[src/rtl/aexm_regf_pkg.sv]
// Shared encodings, FSM states and load/store sizer functions for the AEXM register file.
// Sizers work on a 64-bit view; callers zero-extend inputs and truncate results to DW.
package aexm_regf_pkg;

    typedef enum logic [1:0] {
        MXDST_RESULT = 2'd0,
        MXDST_PCLNK  = 2'd1,
        MXDST_LOAD   = 2'd2,
        MXDST_NONE   = 2'd3
    } mxdst_e;

    typedef enum logic [1:0] {
        OPC_BYTE  = 2'd0,
        OPC_HALF  = 2'd1,
        OPC_WORD  = 2'd2,
        OPC_DWORD = 2'd3
    } opc_e;

    typedef enum logic {
        ST_CLEAR = 1'b0,
        ST_RUN   = 1'b1
    } regf_state_e;

    function automatic logic [7:0] lane_mask(input int unsigned w, input int unsigned o);
        return 8'(((32'd1 << w) - 32'd1) << o);
    endfunction

    // Legal selects: one aligned group of 1, 2 or 4 lanes, or every lane.
    function automatic logic load_sel_ok(input logic [7:0] sel, input int unsigned lanes);
        logic        ok;
        int unsigned w;
        ok = (sel == lane_mask(lanes, 0));
        for (int unsigned k = 0; k < 3; k++) begin
            w = 32'd1 << k;
            for (int unsigned o = 0; o < 8; o++) begin
                if (w < lanes && (o % w) == 0 && (o + w) <= lanes && sel == lane_mask(w, o))
                    ok = 1'b1;
            end
        end
        return ok;
    endfunction

    function automatic logic [63:0] load_size(input logic [63:0] din, input logic [7:0] sel,
                                              input logic sgn, input int unsigned lanes);
        logic [63:0] res;
        logic [63:0] sh;
        logic [63:0] m;
        int unsigned w;
        res = '0;
        sh  = '0;
        m   = '0;
        if (sel == lane_mask(lanes, 0))
            res = din;
        for (int unsigned k = 0; k < 3; k++) begin
            w = 32'd1 << k;
            for (int unsigned o = 0; o < 8; o++) begin
                if (w < lanes && (o % w) == 0 && (o + w) <= lanes && sel == lane_mask(w, o)) begin
                    sh  = din >> (8 * o);
                    m   = (64'd1 << (8 * w)) - 64'd1;
                    res = sh & m;
                    if (sgn && sh[8 * w - 1])
                        res = res | ~m;
                end
            end
        end
        return res;
    endfunction

    function automatic logic [63:0] store_size(input logic [63:0] x, input logic [1:0] opc,
                                               input int unsigned dw);
        logic [63:0] res;
        case (opc)
            OPC_BYTE: res = {8{x[7:0]}};
            OPC_HALF: res = {4{x[15:0]}};
            OPC_WORD: res = {2{x[31:0]}};
            default:  res = (dw == 64) ? x : '0;
        endcase
        return res;
    endfunction

endpackage

[src/rtl/aexm_regf_bank.sv]
// One read port of the register file: 1R1W synchronous RAM with read enable,
// R0 reading as zero and same-edge write-to-read bypass.
module aexm_regf_bank
    import aexm_regf_pkg::*;
#(
    parameter int unsigned DW   = 32,
    parameter int unsigned NREG = 32,
    parameter int unsigned AW   = 5
) (
    input  logic          clk,
    input  logic          rst_n,
    input  logic          rd_en,
    input  logic [AW-1:0] rd_addr,
    output logic [DW-1:0] rd_data,
    input  logic          wr_en,
    input  logic [AW-1:0] wr_addr,
    input  logic [DW-1:0] wr_data
);

    logic [DW-1:0] mem [NREG];
    logic [DW-1:0] rd_data_q;
    logic [DW-1:0] rd_data_d;

    always_ff @(posedge clk) begin
        if (wr_en)
            mem[wr_addr] <= wr_data;
    end

    always_comb begin
        rd_data_d = rd_data_q;
        if (rd_en) begin
            if (rd_addr == '0)
                rd_data_d = '0;
            else if (wr_en && wr_addr == rd_addr)
                rd_data_d = wr_data;
            else
                rd_data_d = mem[rd_addr];
        end
    end

    always_ff @(posedge clk or negedge rst_n) begin
        if (!rst_n)
            rd_data_q <= '0;
        else
            rd_data_q <= rd_data_d;
    end

    assign rd_data = rd_data_q;

endmodule

[src/rtl/aexm_regf_gen.sv]
// AEXM register file: clear sequencer, three read ports (A, B, store source D),
// writeback mux, load sizer and store sizer toward the MCU.
module aexm_regf_gen
    import aexm_regf_pkg::*;
#(
    parameter int unsigned DW   = 32,
    parameter int unsigned NREG = 32,
    parameter int unsigned AW   = 5
) (
    input  logic            gclk,
    input  logic            grst_n,
    input  logic            d_en,
    input  logic            x_en,
    input  logic [AW-1:0]   rRW,
    input  logic [AW-1:0]   rRD,
    input  logic [AW-1:0]   regf_rRA,
    input  logic [AW-1:0]   regf_rRB,
    input  logic [AW-1:0]   regf_rRD,
    input  logic [1:0]      rMXDST,
    input  logic [DW-3:0]   rPCLNK,
    input  logic [DW-1:0]   rRESULT,
    input  logic [DW/8-1:0] rDWBSEL,
    input  logic            rSIGNED,
    input  logic [1:0]      rOPC,
    input  logic [DW-1:0]   aexm_dcache_datai,
    output logic [DW-1:0]   aexm_dcache_datao,
    output logic [DW-1:0]   xREGA,
    output logic [DW-1:0]   xREGB,
    output logic [DW-1:0]   c_io_rg,
    output logic            rf_busy,
    output logic            load_err
);

    regf_state_e   state_q, state_d;
    logic [AW-1:0] clr_cnt_q, clr_cnt_d;
    logic          rf_busy_q, rf_busy_d;
    logic          w_en_q, w_en_d;
    logic          load_err_q, load_err_d;
    logic [DW-1:0] rdwbdi_q, rdwbdi_d;

    logic [DW-1:0] xwdat;
    logic [DW-1:0] wr_data;
    logic [AW-1:0] wr_addr;
    logic          wr_en;
    logic          rd_en;
    logic [DW-1:0] rregd;
    logic [DW-1:0] xdst;

    always_comb begin
        state_d   = state_q;
        clr_cnt_d = clr_cnt_q;
        rf_busy_d = (state_q == ST_CLEAR);
        w_en_d    = x_en && (state_q == ST_RUN);
        case (state_q)
            ST_CLEAR: begin
                clr_cnt_d = clr_cnt_q + AW'(1);
                if (clr_cnt_q == AW'(NREG - 1))
                    state_d = ST_RUN;
            end
            default: ;
        endcase
    end

    always_comb begin
        case (rMXDST)
            MXDST_RESULT: xwdat = rRESULT;
            MXDST_PCLNK:  xwdat = {rPCLNK, 2'b00};
            MXDST_LOAD:   xwdat = rdwbdi_q;
            default:      xwdat = '0;
        endcase
        // The clear sequencer owns the write port until every register is zeroed.
        if (state_q == ST_CLEAR) begin
            wr_en   = 1'b1;
            wr_addr = clr_cnt_q;
            wr_data = '0;
        end else begin
            wr_en   = w_en_q && (rRW != '0) && (rMXDST != MXDST_NONE);
            wr_addr = rRW;
            wr_data = xwdat;
        end
        rd_en = d_en && (state_q == ST_RUN);
    end

    always_comb begin
        rdwbdi_d   = DW'(load_size(64'(aexm_dcache_datai), 8'(rDWBSEL), rSIGNED, DW / 8));
        load_err_d = !load_sel_ok(8'(rDWBSEL), DW / 8);
    end

    always_ff @(posedge gclk or negedge grst_n) begin
        if (!grst_n) begin
            state_q    <= ST_CLEAR;
            clr_cnt_q  <= '0;
            rf_busy_q  <= 1'b1;
            w_en_q     <= 1'b0;
            load_err_q <= 1'b0;
            rdwbdi_q   <= '0;
        end else begin
            state_q    <= state_d;
            clr_cnt_q  <= clr_cnt_d;
            rf_busy_q  <= rf_busy_d;
            w_en_q     <= w_en_d;
            load_err_q <= load_err_d;
            rdwbdi_q   <= rdwbdi_d;
        end
    end

    aexm_regf_bank #(.DW(DW), .NREG(NREG), .AW(AW)) u_bank_a (
        .clk(gclk), .rst_n(grst_n), .rd_en(rd_en), .rd_addr(regf_rRA), .rd_data(xREGA),
        .wr_en(wr_en), .wr_addr(wr_addr), .wr_data(wr_data)
    );

    aexm_regf_bank #(.DW(DW), .NREG(NREG), .AW(AW)) u_bank_b (
        .clk(gclk), .rst_n(grst_n), .rd_en(rd_en), .rd_addr(regf_rRB), .rd_data(xREGB),
        .wr_en(wr_en), .wr_addr(wr_addr), .wr_data(wr_data)
    );

    aexm_regf_bank #(.DW(DW), .NREG(NREG), .AW(AW)) u_bank_d (
        .clk(gclk), .rst_n(grst_n), .rd_en(rd_en), .rd_addr(regf_rRD), .rd_data(rregd),
        .wr_en(wr_en), .wr_addr(wr_addr), .wr_data(wr_data)
    );

    always_comb begin
        if (rRW == rRD && rMXDST == MXDST_LOAD && rRW != '0)
            xdst = rdwbdi_q;
        else if (rRW == rRD && rMXDST == MXDST_RESULT && rRW != '0)
            xdst = rRESULT;
        else
            xdst = rregd;
    end

    assign aexm_dcache_datao = DW'(store_size(64'(xdst), rOPC, DW));
    assign c_io_rg  = (rRW == regf_rRA || rRW == regf_rRB) ? rRESULT : rdwbdi_q;
    assign rf_busy  = rf_busy_q;
    assign load_err = load_err_q;

endmodule

[config.mk]
export PLATFORM = sky130hd
export DESIGN_NAME = aexm_regf_gen
export DESIGN_NICKNAME = d
export VERILOG_FILES = /design/src/rtl/aexm_regf_pkg.sv /design/src/rtl/aexm_regf_bank.sv /design/src/rtl/aexm_regf_gen.sv
export SDC_FILE = /design/constraint.sdc
export NUM_CORES = 2
export LEC_CHECK = 0
export CAP_MARGIN = 40
export CORE_ASPECT_RATIO = 0.7
export CORE_MARGIN = 5
export CORE_UTILIZATION = 50
export DETAILED_ROUTE_END_ITERATION = 8
export HOLD_SLACK_MARGIN = 0.05
export PLACE_DENSITY_LB_ADDON = 0.25
export SYNTH_ARGS = -nofsm -noshare
export SYNTH_HDL_FRONTEND = slang
export SYNTH_SLANG_ARGS = --single-unit
[constraint.sdc]
create_clock -name gclk -period 9.72 [get_ports gclk]
set_clock_uncertainty 0.05 [all_clocks]
set_input_delay 1.944 -clock gclk [delete_from_list [all_inputs] [get_ports gclk]]
set_output_delay 1.944 -clock gclk [all_outputs]
set_load 0.01 [all_outputs]
# Yosys cells after proc, flatten, opt, wreduce, memory -nomap -nowiden

Memory sizes are Yosys's and may differ from the RTL's.
Cells that the tools add are included.

Add/sub/neg operators: 1
Eq/ne operators: 19
Mux-type cells: 37
Bitwise operators: 1
Reductions and logical operators: 23

Operators with widths:

| operator              | number |
|---|---|
| $mux W32              | 23 |
| $pmux W32 S3          | 2 |
| $eq A5 B5 Y1          | 6 |
| $logic_and A1 B1 Y1   | 15 |
| $logic_not A5 Y1      | 3 |
| $eq A4 B4 Y1 const B  | 3 |
| $mux W1               | 11 |
| $eq A4 B2 Y1 const B  | 2 |
| $add A5 B1 Y5 const B | 1 |
| $eq A5 B5 Y1 const B  | 1 |
| $mux W5               | 1 |
| $reduce_bool A5 Y1    | 1 |
| $eq A2 B1 Y1 const B  | 2 |
| $eq A2 B2 Y1 const B  | 2 |
| $eq A4 B1 Y1 const B  | 1 |
| $eq A4 B3 Y1 const B  | 1 |
| $logic_not A2 Y1      | 2 |
| $ne A2 B2 Y1 const B  | 1 |
| $logic_not A1 Y1      | 1 |
| $logic_or A1 B1 Y1    | 1 |
| $not A1 Y1            | 1 |

Register bits after elaboration: 137
RAM bits: 3072
Bits of input ports: 132
Logic and storage cells: 93
Memories kept: 3

Memories:

| memory       | words | bits a word | read ports | clocked after memory_dff | wr ports | RTL line             | RTL |
|---|---|---|---|---|---|---|---|
| u_bank_a.mem | 32    | 32          | 1          | 0                        | 1        | aexm_regf_bank.sv:20 | `logic [DW-1:0] mem [NREG];` |
| u_bank_b.mem | 32    | 32          | 1          | 0                        | 1        | aexm_regf_bank.sv:20 |  |
| u_bank_d.mem | 32    | 32          | 1          | 0                        | 1        | aexm_regf_bank.sv:20 |  |

# Longest topological paths before layout

Word-level depth: 8
Depth in mapped cells: 10
Mapped depth without buffers: 6

# By module

Synthesis repeated with hierarchy kept, for this count alone.

Cell total of the unflattened synthesis: 6517
Area, all modules: 126498.8 um^2

Modules (own cells, without submodules):

| module         | times used | cells an instance | area each (um^2) | sequential area each (um^2) |
|---|---|---|---|---|
| aexm_regf_bank | 3          | 1987              | 40711.5          | 31550.3 |
| aexm_regf_gen  | 1          | 556               | 4364.2           | 1027.2 |

# Worst setup path after synthesis

Ideal clock, no wire load.

Kind: input to register
Start point: input port rRW[4]
End point: memory u_bank_b.mem[19][0] (enable)
Setup time: 0.461 ns
Arrival: 5.287 ns
Slack: 3.922 ns
Stages on the path: 7
Path buffers: 2
Cell sequence: clkbuf_1 -> nor4_1 -> nor2b_1 -> o21ai_1 -> buf_2 -> nand4_1 -> nor3_1

Word-level cells in the longest chain between the ends: 6
Elaborated cells on any way between the ends: 7
Those cells by class: mux (4); reduce/logical (3)

Ends and longest elaborated chain:

| what                              | RTL line             | RTL |
|---|---|---|
| start, declared                   | aexm_regf_gen.sv:14  | `input logic [AW-1:0] rRW,` |
| $reduce_bool A5 Y1                | aexm_regf_gen.sv:77  | `wr_en = w_en_q && (rRW != '0) && (rMXDST != MXDST_NONE);` |
| $logic_and A1 B1 Y1 (2 in series) | aexm_regf_gen.sv:77  |  |
| $mux W1                           | aexm_regf_gen.sv:72  | `if (state_q == ST_CLEAR) begin` |
| $mux W1                           | aexm_regf_bank.sv:25 | `if (wr_en)` |
| $mux W1 (not written as such)     | aexm_regf_bank.sv:26 | `mem[wr_addr] <= wr_data;` |
| end, declared                     | aexm_regf_bank.sv:20 |  |

Several ways; a longest one is shown, not always the timed one.

# Worst setup path in the final report

Start point: input port rRW[3]
End point: output port aexm_dcache_datao[27]

Word-level cells in the longest chain between the ends: 6
Elaborated cells on any way between the ends: 9
Those cells by class: eq/ne (1); mux (3); reduce/logical (5)

Ends and longest elaborated chain:

| what                              | RTL line                                   | RTL |
|---|---|---|
| $eq A5 B5 Y1                      | aexm_regf_gen.sv:123, aexm_regf_gen.sv:125 |  |
| $logic_and A1 B1 Y1 (2 in series) | aexm_regf_gen.sv:125                       | `else if (rRW == rRD && rMXDST == MXDST_RESULT && rRW != '0)` |
| $mux W32                          | aexm_regf_gen.sv:125                       |  |
| $mux W32 (*)                      | aexm_regf_gen.sv:123                       | `if (rRW == rRD && rMXDST == MXDST_LOAD && rRW != '0)` |
| $pmux W32 S3 (*)                  | aexm_regf_pkg.sv:72                        | `case (opc)` |
| end, declared                     | aexm_regf_gen.sv:26                        | `output logic [DW-1:0] aexm_dcache_datao,` |

Every way passes the cells marked *; elsewhere a longest branch is shown, timed or not.

==> implementation parameters <==
Parameter                              Value

Critical path
  Reg2Reg Launch Point    state_q
  Startpoint type of the worst setup path    input pin
  Critical Path End Type    output port
  Reg-to-reg setup timing slack    approximately 5400 ps
  End of the worst register-to-register path    u_bank_b.mem[25][14]
  Class of the most critical setup path    in -> out
  WP data arrival    around 6000 ps
  Crit Path Max Fanout    17
  Data required time of the critical path    approximately 7700 ps
  Depth of the worst register-to-register path    7

CTS
  Clock tree root driver cell    sky130_fd_sc_hd__clkbuf_16
  Worst-Skew Late Latency    760 ps
  CTS tree    built
  # clock sinks    1161
  CTS-repair resized insts    0
  CTS buffer count    109
  Worst-case clock buffer depth    3
  Reg clk slew, reported paths    60 ps
  Number of buffers inserted by post-CTS setup repair    0
  Depth of the CTS H-tree    3
  Post-CTS Hold Fix Bufs    0

Final layout
  Filler cell count    9084
  Non-filler instance count after layout    ~5500
  Final Net Count    3936
  Synthesis-to-finish area growth    15.0%
  Fraction of layout instances using a drive strength above 1    30.6%

Route
  Total iterations of the first detailed-routing run    8
  Final antenna-violating net count    0
  DR vias    around 43000
  Drt via density    between 7 and 8
  Drt initial violations    7784
  WL per Instance    41.0 microns
  DRC violations left    0
  Routed wire length    227 mm

Synth
  Leading area contributor after synthesis    sky130_fd_sc_hd__edfxtp_1
  Sequential cell area fraction in the yosys report    55.8%
  Mean instance size in the synthesized netlist    16.9 sq um
  Share of flip-flops with an asynchronous set or reset after synthesis    11.8%
  Post-synth design cell area    a little over 60000 sq um
  Ranking of synthesized cells by area    sky130_fd_sc_hd__edfxtp_1 50%, sky130_fd_sc_hd__mux4_2 28%, sky130_fd_sc_hd__dfrtp_1 5.6%
  Synthesis-stage register bit count    1161
  Total nets after synthesis    3751
  YS warnings    0
  Share of the synthesized area in the top cell type    50.2%
  Cells after Synth    roughly 3600
  Top FF cell, synth    sky130_fd_sc_hd__edfxtp_1
  Top cells by instance count after synthesis    1024 x sky130_fd_sc_hd__edfxtp_1, 757 x sky130_fd_sc_hd__mux4_2, 381 x sky130_fd_sc_hd__o22ai_1
  Number of enable-type register cells in the synthesized netlist    1024
  Netlist cell types    64
  Most common cell in the netlist    sky130_fd_sc_hd__edfxtp_1

STA
  RSZ-0062 raised after global routing    no
  Minimum setup slack in the final design    approximately 1600 ps
  Final count of hold timing violations    0
  Transition time at the pin with the least slew margin    1150 ps
  F_max    0.124 GHz
  Normalized max-slew margin    23.5%
  Final critical-path required period    around 8000 ps
  Max-slew violation total from the final report    0
  Final Cycle Share    between 80 and 90%
  Final count of negative-setup-slack endpoints    0
  Sum Neg Setup Slack    0 ps

Floorplan
  Number of placement rows    approximately 110
  Die Y    approximately 300 microns
  Die Span X    429 microns
  Initial Util    between 50% and 60%
  Area of the die    about 130000 sq um
  Boundary pin count    262
  Area of the core region    between 100000 and 150000 sq um

Flow run
  Reported max-cap violation count    0

Outcome
  Result of the run    finished clean

GRT
  Number of global-route vias before repair    41000
  Global-route usage over all layers    approximately 34%
  Global-route wire length before repair    314 mm
  Total congestion overflow    0
  Maximum number of pins on one net before global-route repair    136
  Number of antenna violations at the first check in global routing    8

Pwr
  Leakage power    22.2 nW
  Worst IR Drop VDD    0.000174 V
  Cell area power density    166 nW/um^2

Placement
  Count of buffers from port buffering    about 260
  Number of cells in the design after placement    approximately 5300
  Routability Congestion    0.952
  Final HPWL from detailed placement    132 mm
  Setup slack after placement    1850 ps

Hold path
  Hold wc startpoint    u_bank_a.rd_data[29]
  Class of the tightest hold or removal check    reg -> reg
  Hold Path Depth    1
  End point of the worst hold path    u_bank_a.rd_data[29]
==> sequential cells by signal, indices dropped and copies added, names as in the netlist <==
register and cells:
rdwbdi_q 32, load_err 1, u_bank_d.rd_data 32, w_en_q 1
clr_cnt_q 5, state_q 1, u_bank_b.rd_data 32, u_bank_a.rd_data 32
u_bank_d.mem 416, rf_busy 1, u_bank_b.mem 608
==> layout make-up <==
type                       instances  area (sq um)  area share (%)
sequential                      1161         34200            48.5
clock buffer                     132          2890            4.10
multi-input combinational       2080         25900            36.7
antenna                            5          12.5          0.0178
tap                             1635          2050            2.90
inverter                          35           131           0.186
timing repair buffer             415          4560            6.48
clock inverter                    76           779            1.11
==> worst max-delay path: stages <==
cell,delay [ps]
sky130_fd_sc_hd__clkdlybuf4s50_1,540
sky130_fd_sc_hd__nor4_1,750
sky130_fd_sc_hd__o21bai_1,290
sky130_fd_sc_hd__nand3_1,660
sky130_fd_sc_hd__a2bb2oi_1,230
sky130_fd_sc_hd__o32ai_1,850
sky130_fd_sc_hd__o21bai_1,220
sky130_fd_sc_hd__clkdlybuf4s50_1,570
==> cell usage in the layout (no fill, tap or decap), types with 24 or more instances in the layout <==
cell and count:
sky130_fd_sc_hd__buf_4 97, sky130_fd_sc_hd__nand2_1 211, sky130_fd_sc_hd__clkdlybuf4s50_1 252, sky130_fd_sc_hd__a221o_1 40, sky130_fd_sc_hd__nor4_1 64, sky130_fd_sc_hd__nor2_4 31, sky130_fd_sc_hd__o211ai_1 63, sky130_fd_sc_hd__mux2_2 31
sky130_fd_sc_hd__o21ai_0 47, sky130_fd_sc_hd__or4_1 31, sky130_fd_sc_hd__nor2_1 85, sky130_fd_sc_hd__mux2i_1 54, sky130_fd_sc_hd__edfxtp_1 1024, sky130_fd_sc_hd__clkinv_2 24, sky130_fd_sc_hd__inv_1 35, sky130_fd_sc_hd__mux4_2 757
sky130_fd_sc_hd__dfrtp_1 135, sky130_fd_sc_hd__buf_16 26, sky130_fd_sc_hd__o22ai_1 381, sky130_fd_sc_hd__clkbuf_16 111
==> metrics by stage <==
stage | hold slack [ps] | total power [mW] | utilization (%) | cell area, sq um
3_3_place_gp | 442 | 7.28 | 54.0 | 65800
6_report | 461 | 11.7 | 57.9 | 70500
2_1_floorplan | 422 | 6.62 | - | 61300
4_1_cts | 467 | 11.7 | 57.9 | 70400
5_1_grt | 474 | 12.0 | 57.9 | 70500
3_5_place_dp | 453 | 7.32 | 54.9 | 66800
==> routing by layer <==
metal / wire, microns / vias up / GRT usage (%)
met2: 97700 / 4003 / 48.9
met1: 78600 / 22000 / 46.7
met5: 169 / - / 0
met3: 38300 / 708 / 14.1
met4: 12500 / 2 / 15.8
li1: - / 16000 / -
==> how the worst max path moves through the flow <==
stage | start | endpoint | slack, ps | cells after the start
final | rRW[3] | aexm_dcache_datao[27] | 1640 | 8
after floorplan | rRW[4] | u_bank_b.mem[19][0] | 3920 | 7
after detailed placement | rRW[2] | aexm_dcache_datao[25] | 1850 | 9
after CTS | rRW[3] | aexm_dcache_datao[25] | 1840 | 9
after global routing | rRW[3] | aexm_dcache_datao[27] | 1490 | 8
after global placement | rRW[3] | aexm_dcache_datao[25] | 1930 | 9
==> cell families after synthesis <==
group	share of synthesized area [%]
xor gates and xnor gates	0.457
buffers and inverters	2.60
and+or+nand+nor	4.09
muxes	29.8
adders and majority gates	0.0408
AOI/OAI and AO/OA	7.25
DFF	55.8
==> where the power goes <==
part | total [mW] | internal (mW) | switching (mW)
clock | 4.44 | 2.45 | 1.99
combinational | 1.58 | 0.682 | 0.896
sequential | 5.68 | 5.57 | 0.105
No activity file was read; power rests on OpenSTA's default activity.
